===== config.mk =====
export PLATFORM = sky130hd
export DESIGN_NAME = multicycle_control_fsm
export DESIGN_NICKNAME = d
export VERILOG_FILES = /design/src/rtl/multicycle_control_fsm.sv
export SDC_FILE = /design/constraint.sdc
export NUM_CORES = 1
export LEC_CHECK = 0
export BUFFER_PORTS_ARGS = -buffer_cell sky130_fd_sc_hd__buf_2
export CAP_MARGIN = 40
export CORE_MARGIN = 2
export CORE_UTILIZATION = 44
export CTS_CLUSTER_DIAMETER = 120
export DETAILED_ROUTE_END_ITERATION = 7
export PLACE_DENSITY = 0.78
export SLEW_MARGIN = 5
export SYNTH_ARGS = -nofsm -noshare
export SYNTH_HDL_FRONTEND = slang
export SYNTH_SLANG_ARGS = --single-unit

===== constraint.sdc =====
create_clock -name clk -period 1.66 [get_ports clk]
set_clock_uncertainty 0.05 [all_clocks]
set_input_delay 0.166 -clock clk [delete_from_list [all_inputs] [get_ports clk]]
set_output_delay 0.166 -clock clk [all_outputs]
set_load 0.05 [all_outputs]

===== src/rtl/multicycle_control_fsm.sv =====
// Multicycle RISC-V control unit: sequences fetch/decode/execute/memory/writeback
// and decodes ALU control, with an optional memory wait-state handshake.
module multicycle_control_fsm #(
    parameter int unsigned OP_W     = 7,
    parameter bit          MEM_WAIT = 1'b0
) (
    input  logic            clk,
    input  logic            rst_n,
    input  logic [OP_W-1:0] op,
    input  logic [2:0]      funct3,
    input  logic            funct7b5,
    input  logic            zero,
    input  logic            mem_ready,
    output logic            pc_write,
    output logic            adr_src,
    output logic            mem_write,
    output logic            ir_write,
    output logic            reg_write,
    output logic [1:0]      result_src,
    output logic [1:0]      alu_src_a,
    output logic [1:0]      alu_src_b,
    output logic [2:0]      alu_ctrl,
    output logic            illegal
);

    typedef enum logic [3:0] {
        RST, FETCH, DECODE, MEMADR, MEMREAD, MEMWB, MEMWRITE,
        EXECR, EXECI, ALUWB, BEQ, JAL, JALR, ILLEGAL
    } state_t;

    localparam logic [OP_W-1:0] OP_LOAD  = OP_W'(7'b0000011);
    localparam logic [OP_W-1:0] OP_STORE = OP_W'(7'b0100011);
    localparam logic [OP_W-1:0] OP_R     = OP_W'(7'b0110011);
    localparam logic [OP_W-1:0] OP_I     = OP_W'(7'b0010011);
    localparam logic [OP_W-1:0] OP_BEQ   = OP_W'(7'b1100011);
    localparam logic [OP_W-1:0] OP_JAL   = OP_W'(7'b1101111);
    localparam logic [OP_W-1:0] OP_JALR  = OP_W'(7'b1100111);

    state_t state, state_next;
    logic   mem_done;

    assign mem_done = MEM_WAIT ? mem_ready : 1'b1;

    function automatic logic [2:0] alu_decode(input logic [2:0] f3, input logic sub_en);
        case (f3)
            3'b000:  alu_decode = sub_en ? 3'b001 : 3'b000;
            3'b010:  alu_decode = 3'b101;
            3'b110:  alu_decode = 3'b011;
            3'b111:  alu_decode = 3'b010;
            default: alu_decode = 3'b000;
        endcase
    endfunction

    always_ff @(posedge clk or negedge rst_n) begin
        if (!rst_n) state <= RST;
        else        state <= state_next;
    end

    always_comb begin
        state_next = state;
        pc_write   = 1'b0;
        adr_src    = 1'b0;
        mem_write  = 1'b0;
        ir_write   = 1'b0;
        reg_write  = 1'b0;
        result_src = 2'b00;
        alu_src_a  = 2'b00;
        alu_src_b  = 2'b00;
        alu_ctrl   = 3'b000;
        illegal    = 1'b0;
        case (state)
            RST: state_next = FETCH;
            FETCH: begin
                alu_src_b  = 2'b10;
                result_src = 2'b10;
                ir_write   = mem_done;
                pc_write   = mem_done;
                if (mem_done) state_next = DECODE;
            end
            DECODE: begin
                alu_src_a = 2'b01;
                alu_src_b = 2'b01;
                case (op)
                    OP_LOAD, OP_STORE: state_next = MEMADR;
                    OP_R:              state_next = EXECR;
                    OP_I:              state_next = EXECI;
                    OP_BEQ:            state_next = BEQ;
                    OP_JAL:            state_next = JAL;
                    OP_JALR:           state_next = JALR;
                    default:           state_next = ILLEGAL;
                endcase
            end
            MEMADR: begin
                alu_src_a  = 2'b10;
                alu_src_b  = 2'b01;
                state_next = (op == OP_LOAD) ? MEMREAD : MEMWRITE;
            end
            MEMREAD: begin
                adr_src = 1'b1;
                if (mem_done) state_next = MEMWB;
            end
            MEMWB: begin
                result_src = 2'b01;
                reg_write  = 1'b1;
                state_next = FETCH;
            end
            MEMWRITE: begin
                adr_src   = 1'b1;
                mem_write = 1'b1;
                if (mem_done) state_next = FETCH;
            end
            EXECR: begin
                alu_src_a  = 2'b10;
                alu_ctrl   = alu_decode(funct3, funct7b5);
                state_next = ALUWB;
            end
            EXECI: begin
                alu_src_a  = 2'b10;
                alu_src_b  = 2'b01;
                alu_ctrl   = alu_decode(funct3, 1'b0);
                state_next = ALUWB;
            end
            ALUWB: begin
                reg_write  = 1'b1;
                state_next = FETCH;
            end
            BEQ: begin
                alu_src_a  = 2'b10;
                alu_ctrl   = 3'b001;
                pc_write   = zero;
                state_next = FETCH;
            end
            JALR: begin
                alu_src_a  = 2'b10;
                alu_src_b  = 2'b01;
                state_next = JAL;
            end
            // JAL redirects PC from ALUOut while computing OldPC+4 for the link write
            JAL: begin
                alu_src_a  = 2'b01;
                alu_src_b  = 2'b10;
                pc_write   = 1'b1;
                state_next = ALUWB;
            end
            ILLEGAL: illegal = 1'b1;
            default: state_next = RST;
        endcase
    end

endmodule


# Word level (Yosys, flattened, before mapping)
# Cells that the tools add are included.
dict set report totals {
  output_inout_bits 15
  ramBits 0
  mem_bits_ro 0
  in_bits 15
  regBits 4
  wordCells 51
  latchBits 0
  n_memories 0
}
dict set report classes {
  n_mux 16
  n_shift 0
  eq_ne 23
  n_div 0
  addsub 0
  n_mul 0
  bitwise_logic 0
  n_reduce_logical 11
  order_cmp 0
}
# cell count
set op_table {}
lappend op_table {{$pmux 4 s8} 1}
lappend op_table {{$eq 4x4->1 const B} 6}
lappend op_table {{$pmux 4 s6} 1}
lappend op_table {{$eq 7x7->1 const B} 3}
lappend op_table {{$pmux 3 s3} 2}
lappend op_table {{$eq 4x3->1 const B} 4}
lappend op_table {{$eq 7x6->1 const B} 2}
lappend op_table {{$pmux 2 s2} 3}
lappend op_table {{$pmux 3 s4} 1}
lappend op_table {{$reduce_or 2->1} 5}
lappend op_table {{$reduce_or 5->1} 2}
lappend op_table {{$eq 4x2->1 const B} 2}
lappend op_table {{$eq 7x2->1 const B} 1}
lappend op_table {{$eq 7x5->1 const B} 1}
lappend op_table {{$eq 3x3->1 const B} 2}
lappend op_table {{$mux 1} 6}
lappend op_table {{$eq 4x1->1 const B} 1}
lappend op_table {{$logic_not 4->1} 1}
lappend op_table {{$reduce_or 4->1} 1}
lappend op_table {{$eq 3x2->1 const B} 1}
lappend op_table {{$logic_not 3->1} 1}
lappend op_table {{$reduce_or 3->1} 1}
lappend op_table {{$mux 2} 1}
lappend op_table {{$pmux 1 s2} 1}

# Logic depth before layout (Yosys ltp)
dict set report logic_depth {
  ltp_word 4
  depth_mapped 5
  ltp_nobuf 3
}

# Worst setup path after synthesis
# Ideal clock, no wire load.
dict set report synth_path {
  path_kind {register to output}
  startpoint {register state[3]}
  endpoint {output alu_src_b[1]}
  t_required_ps 1444
  stages_incl_launch_ff 5
  arrival_ps 2294
  n_path_buf 2
  setup_slack_ps -850
  path_cell_list {dfrtp_1 buf_2 clkbuf_1 nor2_1 nor4_1}
}
dict set report synth_via {
  elab_chain_cells 3
  elab_cells_between_ends 9
  classes_between {6 x eq/ne; 1 x mux; 2 x reduce/logical}
}
# item line_no
set synth_rtl {}
lappend synth_rtl {{from (decl)} 39} ;# state_t state, state_next;
lappend synth_rtl {{from (signal assigned)} 56} ;# else state <= state_next;
lappend synth_rtl {{$eq 4x4->1 (tied with other cells)} 71} ;# case (state)
lappend synth_rtl {{$reduce_or 4->1 (no line) or $reduce_or 2->1 (tied branches)} n/a}
lappend synth_rtl {{$pmux 2 s2 *} 71}
lappend synth_rtl {{to (decl)} 21} ;# output logic [1:0] alu_src_b,
# Mark *: on every way between the ends. The rest lies on a longest branch, timed or not.

# Worst setup path in the final report
dict set report layout_path {
  startpoint {register state[2]}
  endpoint {output alu_ctrl[2]}
}
dict set report layout_via {
  elab_chain_cells 2
  elab_cells_between_ends 4
  classes_between {3 x eq/ne; 1 x mux}
}
# item line_no
set layout_rtl {}
lappend layout_rtl {{$eq 4x4->1 or $eq 4x3->1 (tied branches)} 71}
lappend layout_rtl {{$pmux 3 s3 *} 71}
lappend layout_rtl {{to (decl)} 22} ;# output logic [2:0] alu_ctrl,
# Marked as above.

==> impl_results.md <==
- Status: finished with violations
- Failing checks: setup timing
- Synth top cells by count: nor2_1, a21oi_1, nand2_1, nand2b_1, nor3_1
- Largest reg by FF count: state
- Tot GR Track Use: 0.238
- Top flop regs: state: 4 flops
- Util after Layout: 0.944
- Vias per cell: 6.31
- Post-synth top area share: 0.168
- Pwr dens: 234 nW/um^2
- Yosys reg bits: 4
- CP Launch Point: state[2]
- Synth unique cells: 37
- Die Width: 40.8 um
- Final hold vios: 0
- Placed wire-length estimate: 1230 um
- Worst VDD drop: 436 uV
- CP required: 1.44 ns
- Switching share of power: 0.288
- Post-synthesis adder-cell area fraction: 0
- Number of nets in the layout: 145
- Drt pass-1 iters: 5
- Peak Freq: 524 MHz
- Reg2reg start: state[2]
- Number of I/O pins: 30
- Crit Path Max Fanout: 2
- Gate power share: 0.182
- CTS tree: built
- Crit. End Element: primary output
- IO Port Bufs: 28
- CTS Buf Count: 3
- Count leader, synth: nor2_1
- Final min period: 1.91 ns
- Leak pwr: roughly 0.56 nW
- Period utilization: 1.15
- RePlAce Congestion: 0.767
- Via count of the routed design: 903
- Sw Pwr: 0.0817 mW
- Max_slew headroom: 0.741
- Syn-to-layout area delta: 103%
- Async set-reset flop share out of synthesis: 1.00
- Share of layout cells above drive strength 1: 0.602
- CP Launch Type: register
- Initial DRC Count: 52
- Final WS setup: -0.247 ns
- Htree depth: 1
- Synth area leader: dfrtp_1
- Final Max Slew Viols: 0
- Largest net degree at the start of global routing: 20
- Top FF cell, synth: dfrtp_1
- Global route overflow: 0
- R2R Setup Slk: -0.02 ns
- EDFF count, synth: 0
- Die area: 1670 sq um
- Syn_nets: 96
- Synth Cell Area: about 600 sq um
- Core area: 1280 sq um
- Routed length per instance: 19.2 um
- Clk Tree Root Cell: clkbuf_4
- Longest Clk Path Bufs: 2
- Clock latency on the worst-skew pair: 0.24 ns
- Number of global-route vias before repair: 642
- Clock share of power: 0.473
- Synth warnings: 0
- Complex-gate fraction of the synthesized area: 0.262
- Sink Count: 4
- Class of the worst hold path: in2async
- Post-Syn Instances: 81
- DRC violation count after routing: 0
- First-pass GRT wire length: 2640 um
- Worst-Margin Slew: just under 0.4 ns
- ANT cells: 0
- RSZ-0062 raised after global routing: true
- Max Cap Viol: 0
- Largest family of logic cells by synthesized area: simple AND/OR/NAND/NOR gates
- Synth Area in Simple Gates: 0.442
- Top cells by area, synth: dfrtp_1, nand2b_1, or4b_1, a21oi_1, nor3_1
- Final WL: 2750 um
- Post-route ant nets: 0
- P_int: 0.202 mW
- CP arrival: 1.69 ns
- Chip height: between 40 and 50 um
- Final setup violation count: 13
- Setup CP Type: reg2out
- Worst hold slack: ~0.23 ns
- XOR/XNOR share of the synthesized area: 0.0294
- Sequential share of power: 0.345
- Clock transition at path regs: 0.05 ns
- Starting Density: 0.464
- Rows: 13
- Initial antenna violation count: 0
- Max reg flops: 4
- Post-synthesis sequential area ratio: 0.168
- Multiplexer share of the synthesized area: 0.0189
- Syn Area/Cell: 7.37 sq um
[area by class of cell]
class	count	area, sq um
multi-input cells	66	586
flip-flops and latches	4	100
clock buffers	3	22.5
well taps	15	18.8
inverters	4	15.0
repair buffers	51	470
fillers	47	72.6
[through the flow]
stage	worst slack [ns]	std cells	power, mW	setup TNS, ns	instance area, sq um
4_1_cts	-0.216	134	0.268	-0.441	996
5_1_grt	-0.309	143	0.292	-1.43	1210
2_1_floorplan	-0.292	81	0.116	-0.684	677
3_5_place_dp	-0.0355	126	0.145	-0.0355	865
6_report	-0.247	143	0.284	-0.921	1210
3_3_place_gp	-0.0175	126	0.143	-0.0175	865
[final timing paths]
path                                    end  depth (start not counted)
max in group asynchronous          state[2]                          2
min in group clk                   state[3]                          3
worst max-delay path            alu_ctrl[2]                          4
worst min register to register     state[0]                          3
worst max register to register     state[1]                          6
worst min-delay path               state[3]                          2
[logic make-up after synthesis]
logic type / Yosys count
buffers and inverters: 11
AO/OA/AOI/OAI: 22
AND/OR/NAND/NOR: 41
flip-flops: 4
multiplexers: 1
XOR/XNOR: 2
[layout by cell type (no fill, tap or decap), types with 4 or more instances in the layout]
cell type  instances
buf_6             18
nand2_1            5
inv_1              4
dfrtp_1            4
buf_4             13
nor2_2             4
buf_2             14
[per-layer routing]
metal | wire length (um) | GRT usage | vias to the layer above
met4 | 63 | 0.0583 | 0
met3 | 185 | 0.0326 | 8
met5 | 0 | 0 | -
met1 | 1070 | 0.289 | 447
li1 | - | - | 393
met2 | 1430 | 0.430 | 55
[critical path: stages (launching register included)]
cell and delay [ns]:
dfrtp_1 0.38, or4b_1 0.52, a21bo_1 0.24, nor3_2 0.13, buf_6 0.18
[power groups by stage]
stage | sequential, mW | combinational (mW) | clock (mW)
global placement | 0.0993 | 0.0434 | 0
global route | 0.0978 | 0.0557 | 0.138
detailed placement | 0.0993 | 0.0458 | 0
floorplan | 0.0993 | 0.0167 | 0
CTS | 0.0980 | 0.0477 | 0.122
finish | 0.0978 | 0.0516 | 0.134
[repair_timing]
item,CTS,global route
setup endpoints to repair,13,13
pin swaps,1,5
resized for setup,21,40
hold endpoints to repair,4,0
hold buffers,1,0
setup buffers,5,9
Power figures use the tool's default switching activity.
